==> src/rtl/cash_dispenser.sv <==
// Greedy 500/200/100 note planner and paced ejector; plan takes N+4 cycles, notes are NOTE_GAP apart.
// Backpressure: req_ready is high only in IDLE without refill; an accepted request runs to done or error.
module cash_dispenser #(
    parameter int B_WIDTH   = 20,
    parameter int CNT_WIDTH = 10,
    parameter int NOTE_GAP  = 2
) (
    input  logic                 clk,
    input  logic                 rst,
    input  logic                 req_valid,
    input  logic [B_WIDTH-1:0]   req_amount,
    output logic                 req_ready,
    input  logic                 refill,
    input  logic [CNT_WIDTH-1:0] refill_500,
    input  logic [CNT_WIDTH-1:0] refill_200,
    input  logic [CNT_WIDTH-1:0] refill_100,
    output logic                 note_500,
    output logic                 note_200,
    output logic                 note_100,
    output logic                 dispense_done,
    output logic                 dispense_error,
    output logic [CNT_WIDTH-1:0] stock_500,
    output logic [CNT_WIDTH-1:0] stock_200,
    output logic [CNT_WIDTH-1:0] stock_100
);

    localparam int GAP_W = (NOTE_GAP > 1) ? $clog2(NOTE_GAP) : 1;
    localparam logic [GAP_W-1:0]     GAP_LOAD = GAP_W'(NOTE_GAP - 1);
    localparam logic [B_WIDTH-1:0]   V500     = B_WIDTH'(500);
    localparam logic [B_WIDTH-1:0]   V200     = B_WIDTH'(200);
    localparam logic [B_WIDTH-1:0]   V100     = B_WIDTH'(100);
    localparam logic [CNT_WIDTH-1:0] C_ONE    = CNT_WIDTH'(1);

    typedef enum logic [2:0] {IDLE, P500, P200, P100, CHECK, DISPENSE} state_t;

    state_t               state_q, state_d;
    logic [B_WIDTH-1:0]   rem_q, rem_d;
    logic [CNT_WIDTH-1:0] n500_q, n500_d, n200_q, n200_d, n100_q, n100_d;
    logic [CNT_WIDTH-1:0] stk500_q, stk500_d, stk200_q, stk200_d, stk100_q, stk100_d;
    logic [GAP_W-1:0]     gap_q, gap_d;
    logic                 note500_q, note500_d, note200_q, note200_d, note100_q, note100_d;
    logic                 done_q, done_d, err_q, err_d;
    logic                 launch;
    logic                 plan_nz;

    assign plan_nz = (n500_q != '0) || (n200_q != '0) || (n100_q != '0);

    always_comb begin
        state_d   = state_q;
        rem_d     = rem_q;
        n500_d    = n500_q;
        n200_d    = n200_q;
        n100_d    = n100_q;
        stk500_d  = stk500_q;
        stk200_d  = stk200_q;
        stk100_d  = stk100_q;
        gap_d     = gap_q;
        note500_d = 1'b0;
        note200_d = 1'b0;
        note100_d = 1'b0;
        done_d    = 1'b0;
        err_d     = 1'b0;
        launch    = 1'b0;

        case (state_q)
            IDLE: begin
                if (refill) begin
                    stk500_d = refill_500;
                    stk200_d = refill_200;
                    stk100_d = refill_100;
                end else if (req_valid) begin
                    rem_d   = req_amount;
                    n500_d  = '0;
                    n200_d  = '0;
                    n100_d  = '0;
                    state_d = P500;
                end
            end
            P500: begin
                if (rem_q >= V500 && n500_q < stk500_q) begin
                    rem_d  = rem_q - V500;
                    n500_d = n500_q + C_ONE;
                end else begin
                    state_d = P200;
                end
            end
            P200: begin
                if (rem_q >= V200 && n200_q < stk200_q) begin
                    rem_d  = rem_q - V200;
                    n200_d = n200_q + C_ONE;
                end else begin
                    state_d = P100;
                end
            end
            P100: begin
                if (rem_q >= V100 && n100_q < stk100_q) begin
                    rem_d  = rem_q - V100;
                    n100_d = n100_q + C_ONE;
                end else begin
                    state_d = CHECK;
                end
            end
            CHECK: begin
                if (rem_q == '0 && plan_nz) begin
                    state_d = DISPENSE;
                    launch  = 1'b1;
                end else begin
                    err_d   = 1'b1;
                    state_d = IDLE;
                end
            end
            DISPENSE: begin
                // gap_q reaching zero marks the last cycle of the current slot
                if (gap_q != '0) begin
                    gap_d = gap_q - GAP_W'(1);
                end else if (plan_nz) begin
                    launch = 1'b1;
                end else begin
                    done_d  = 1'b1;
                    state_d = IDLE;
                end
            end
            default: state_d = IDLE;
        endcase

        // Planned counts double as the remaining-note counters while ejecting.
        if (launch) begin
            gap_d = GAP_LOAD;
            if (n500_q != '0) begin
                note500_d = 1'b1;
                n500_d    = n500_q - C_ONE;
                stk500_d  = stk500_q - C_ONE;
            end else if (n200_q != '0) begin
                note200_d = 1'b1;
                n200_d    = n200_q - C_ONE;
                stk200_d  = stk200_q - C_ONE;
            end else begin
                note100_d = 1'b1;
                n100_d    = n100_q - C_ONE;
                stk100_d  = stk100_q - C_ONE;
            end
        end
    end

    always_ff @(posedge clk or negedge rst) begin
        if (!rst) begin
            state_q   <= IDLE;
            rem_q     <= '0;
            n500_q    <= '0;
            n200_q    <= '0;
            n100_q    <= '0;
            stk500_q  <= '0;
            stk200_q  <= '0;
            stk100_q  <= '0;
            gap_q     <= '0;
            note500_q <= 1'b0;
            note200_q <= 1'b0;
            note100_q <= 1'b0;
            done_q    <= 1'b0;
            err_q     <= 1'b0;
        end else begin
            state_q   <= state_d;
            rem_q     <= rem_d;
            n500_q    <= n500_d;
            n200_q    <= n200_d;
            n100_q    <= n100_d;
            stk500_q  <= stk500_d;
            stk200_q  <= stk200_d;
            stk100_q  <= stk100_d;
            gap_q     <= gap_d;
            note500_q <= note500_d;
            note200_q <= note200_d;
            note100_q <= note100_d;
            done_q    <= done_d;
            err_q     <= err_d;
        end
    end

    assign req_ready      = (state_q == IDLE) && !refill;
    assign note_500       = note500_q;
    assign note_200       = note200_q;
    assign note_100       = note100_q;
    assign dispense_done  = done_q;
    assign dispense_error = err_q;
    assign stock_500      = stk500_q;
    assign stock_200      = stk200_q;
    assign stock_100      = stk100_q;

endmodule

==> config.mk <==
export PLATFORM = sky130hd
export DESIGN_NAME = cash_dispenser
export DESIGN_NICKNAME = d
export VERILOG_FILES = /design/src/rtl/cash_dispenser.sv
export SDC_FILE = /design/constraint.sdc
export NUM_CORES = 1
export LEC_CHECK = 0
export CAP_MARGIN = 20
export CORE_ASPECT_RATIO = 0.75
export CORE_MARGIN = 5
export CORE_UTILIZATION = 40
export DETAILED_ROUTE_END_ITERATION = 10
export GPL_ROUTABILITY_DRIVEN = 0
export PLACE_DENSITY = 0.68
export SYNTH_ARGS = -nofsm -noshare
export SYNTH_HDL_FRONTEND = slang
export SYNTH_SLANG_ARGS = --single-unit
export TNS_END_PERCENT = 1
==> constraint.sdc <==
create_clock -name clk -period 4.53 [get_ports clk]
set_clock_uncertainty 0.2 [all_clocks]
set_input_delay 1.359 -clock clk [delete_from_list [all_inputs] [get_ports clk]]
set_output_delay 1.359 -clock clk [all_outputs]
set_load 0.005 [all_outputs]
* After elaboration in Yosys (flattened, before gate mapping)
Index checks and enable logic that the tools add are counted.
Storage, ports and cells: bits in latches 0, memory bits (writable) 0, ROM bits 0, register bits 89, memories kept 0, output and inout bits 36, input port bits 54
Cells by class: magnitude comparators 6, multiply operators 0, add/sub/neg operators 13, divide/modulo/power cells 0, equality and inequality tests 15, muxes and demuxes 69, bitwise operators 0, shifts and indexed selects 0, reductions and logical operators 17
Operator list (count):
- $mux W10 | 31
- $mux W20 | 5
- $pmux W20 S4 | 1
- $pmux W10 S2 | 3
- $sub A10 B1 Y10 const B | 6
- $add A10 B1 Y10 const B | 3
- $lt A10 B10 Y1 | 3
- $reduce_bool A10 Y1 | 3
- $mux W3 | 8
- $ge A20 B7 Y1 const B | 1
- $ge A20 B8 Y1 const B | 1
- $ge A20 B9 Y1 const B | 1
- $logic_not A20 Y1 | 1
- $ne A2 B2 Y1 const B | 10
- $sub A20 B7 Y20 const B | 1
- $sub A20 B8 Y20 const B | 1
- $sub A20 B9 Y20 const B | 1
- $mux W1 | 19
- $pmux W3 S6 | 1
- $reduce_and A7 Y1 | 1
- $eq A3 B2 Y1 const B | 2
- $eq A3 B3 Y1 const B | 2
- $reduce_and A6 Y1 | 1
- $logic_and A1 B1 Y1 | 5
- 8 further kinds | 9

* Longest topological paths before layout
depth after elaboration 7, gate-level depth with buffers 11

* Least setup slack after synthesis
Ideal clock, no wire load.
path kind input to output, start point input port refill, end point output port req_ready, setup slack 1.396 ns, stages on the path 1, data required time 2.971 ns, arrival time 1.575 ns, cells stage by stage nor4_1
On the way: longest elaborated chain between the ends 2
RTL lines:
- start: declaration | RTL line 13 | input logic refill,
- $logic_not A1 Y1 | RTL line 179 | assign req_ready = (state_q == IDLE) && !refill;
- $logic_and A1 B1 Y1 | RTL line 179
- end: declaration | RTL line 12 | output logic req_ready,
No other way between the ends.

* Worst setup path in the final report
Same ends and word-level chain as after synthesis.

==> flow_metrics.env <==
export IMPL_status="completed"
export IMPL_die_area_sq_um=20600
export IMPL_p_leak_nw=3.57
export IMPL_cts_post_setup_buffers_inserted=0
export IMPL_yosysWarnings=0
export IMPL_io_pins=90
export IMPL_finalWorstPathRequiredPeriod_ns=4.09
export IMPL_final_setup_viol_count=0
export IMPL_synth_top_area_share_pct=31.2
export IMPL_hold_start="stock_200[9]"
export IMPL_final_cell_mix="89 x dfrtp_1, 88 x clkdlybuf4s50_1, 82 x nand2_1"
export IMPL_synth_edff_count=0
export IMPL_fp_dieW_um=164
export IMPL_p_switching_mw=2.66
export IMPL_worstPathMaxFanout=4
export IMPL_maxSlewViolCount=0
export IMPL_antenna_cells=0
export IMPL_syn_num_nets=983
export IMPL_grt_total_usage_pct=21.8
export IMPL_ant_nets=0
export IMPL_hp_class="flop to flop"
export IMPL_dp_cells=1188
export IMPL_dr_first_iter_drc_count=877
export IMPL_row_count=42
export IMPL_drtPass1Iterations=6
export IMPL_wl_per_cell_um=18.7
export IMPL_clk_path_buf_depth=2
export IMPL_regToRegSetupSlack_ns=0.77
export IMPL_cts_sinks=89
export IMPL_cp_end_kind="primary output"
export IMPL_grt_pass1_vias=6856
export IMPL_synth_seq_cells=89
export IMPL_power_total_mw=5.57
export IMPL_overflow=0
export IMPL_max_freq_mhz=244
export IMPL_synthToLayoutAreaGrowth_pct=20.3
export IMPL_yosysSeqAreaShare_pct=31.2
export IMPL_ys_top_cells_by_area="dfrtp_1 31%, ha_1 7.7%, a21oi_1 5.4%, nand2_1 4.3%, o21ai_0 3.9%"
export IMPL_synthFlopType="dfrtp_1"
export IMPL_synth_top_area_cell="dfrtp_1"
export IMPL_start_util_pct=40.6
export IMPL_die_height_um=126
export IMPL_hold_path_cell_count=1
export IMPL_final_common_cell="dfrtp_1"
export IMPL_ctsResizeCount=0
export IMPL_viasPerCell=6.20
export IMPL_final_cells=1204
export IMPL_numCtsBuffers=9
export IMPL_design_core_area_sq_um=17600
export IMPL_drive_gt1_share_pct=6.24
export IMPL_r2r_start="rem_q[9]"
export IMPL_p_comb_share_pct=56.6
export IMPL_syn_area_sq_um=7130
export IMPL_netlist_instances=885
export IMPL_io_buffer_count=89
export IMPL_fin_crit_sh_pct=90.3
export IMPL_clk_latency_ns=0.36
export IMPL_antenna_found_initial=0
export IMPL_cts_tree="built"
export IMPL_multi_input_area_sq_um=4510
export IMPL_regArea_sq_um=2230
export IMPL_switching_share_pct=47.8
export IMPL_num_nets_final=1055
export IMPL_grt_max_degree=61
export IMPL_arrival_ns=2.53
export IMPL_p_per_area_nw_per_um2=650
export IMPL_slew_headroom_pct=42.0
export IMPL_n_fill_cell=1728
export IMPL_setup_tns_ns=0
export IMPL_dp_hpwl_mm=16.4
export IMPL_yosysUniqueCellTypes=79
export IMPL_vdd_drop_max_mv=0.272
export IMPL_clk_pin_slew_ns=0.06
export IMPL_drv_cap=0
export IMPL_seqPwrFrac_pct=28.8
export IMPL_grt_pass1_wl_mm=36.6
export IMPL_regToRegEndpoint="rem_q[14]"
export IMPL_root_buffer="clkbuf_16"
export IMPL_vias=7469
export IMPL_ctsHtreeMaxLevel=3
export IMPL_critPathLaunchType="input port"
export IMPL_drc=0
export IMPL_worstHoldEndpoint="stock_200[9]"
export IMPL_p_clk_share_pct=14.6
export IMPL_async_flop_share_pct=100
export IMPL_postCtsHoldBufs=0
export IMPL_tightest_slew_ns=0.861
export IMPL_synth_area_per_cell_sq_um=8.06
export IMPL_reg2regPathDepth=7
export IMPL_p_int_mw=2.91
export IMPL_hold_viol_final=0
export IMPL_required_ns=2.97
export IMPL_rsz0062_at_grt="no"
export IMPL_timing_worst_setup_path_type="input port to primary output"
export IMPL_drt_total_wl_mm=22.6
-- cells by family (layout without fill, tap and decap cells) --
| kind of cell | after synthesis | count (layout) | share of synthesized area [%] |
|---|---|---|---|
| AOI/OAI and AO/OA | 317 | 317 | 30.3 |
| xor gates and xnor gates | 10 | 10 | 1.23 |
| adders and majority gates | 44 | 44 | 7.72 |
| buffers and inverters | 98 | 175 | 5.51 |
| DFF | 89 | 89 | 31.2 |
| muxes | 9 | 9 | 1.30 |
| and+or+nand+nor | 318 | 318 | 22.7 |
-- layer usage --
metal | track usage [%] | wire [um] | vias up
met1 | 33.4 | 10700 | 3599
met4 | 4.49 | 235 | 0
met5 | 0 | 0 | -
li1 | - | - | 3503
met3 | 5.06 | 1960 | 18
met2 | 31.2 | 9640 | 349
-- registers in the layout (all words and copies together), names as in the netlist --
| register | cells |
|---|---|
| rem_q | 20 |
| n100_q | 10 |
| n200_q | 10 |
| n500_q | 10 |
| stock_100 | 10 |
| stock_200 | 10 |
| stock_500 | 10 |
| state_q | 3 |
| dispense_done | 1 |
| dispense_error | 1 |
| gap_q | 1 |
| note_100 | 1 |
| note_200 | 1 |
| note_500 | 1 |
-- power by group through the flow --
stage                     clock network (mW)  logic (mW)  registers (mW)
after global placement                     0        3.04            1.59
final                                  0.815        3.15            1.61
after detailed placement                   0        3.08            1.60
after floorplan                            0        2.20            1.41
after global routing                   0.861        3.50            1.66
after CTS                              0.831        3.10            1.59
-- area by class of cell --
type	count	area share, %
Clock buffer	13	3.15
Tap cell	242	3.53
Multi-Input combinational cell	698	52.6
Clock inverter	3	0.554
Inverter	51	2.23
Sequential cell	89	26.0
Timing Repair Buffer	108	12.0
-- through the flow --
step                utilization [%]  worst slack [ns]  hold slack, ns  area [sq um]
floorplan                         -              1.40           0.271          7130
global placement               47.1             0.417           0.310          8260
detailed placement             47.1             0.440           0.309          8260
CTS                            48.9             0.420           0.317          8580
global route                   48.9             0.361           0.337          8580
finish                         48.9             0.437           0.322          8580
-- critical path, stage by stage --
cell,delay (ns)
clkdlybuf4s50_1,0.45
nor4_1,0.18
clkdlybuf4s50_1,0.55
-- worst max path at each step --
stage            from  cells after the start         to  slack [ns]
6_report       refill                      3  req_ready        0.44
5_1_grt        refill                      3  req_ready        0.36
3_3_place_gp   refill                      3  req_ready        0.42
2_1_floorplan  refill                      1  req_ready        1.40
3_5_place_dp   refill                      3  req_ready        0.44
4_1_cts        refill                      3  req_ready        0.42
-- Yosys cell counts (7+ instances only) --
cell      instances
buf_2             8
mux2i_1           7
or4_1             8
nand3_1          32
and3_1           11
nand2_1          82
a21oi_1          77
o31ai_1          12
a31oi_1          13
o32ai_1          14
o211ai_1          8
dfrtp_1          89
o22ai_1          18
a211oi_1          8
inv_1            50
o21a_1           16
o21ai_0          55
nor3_1           32
o41ai_1           8
nand2b_1         12
nor4_1            7
nor2_1           70
clkbuf_1         32
nand4_1          12
a41oi_1           8
ha_1             44
a21o_1           10
or3_1            13
a22oi_1           9
(Power assumes the default switching activity.)
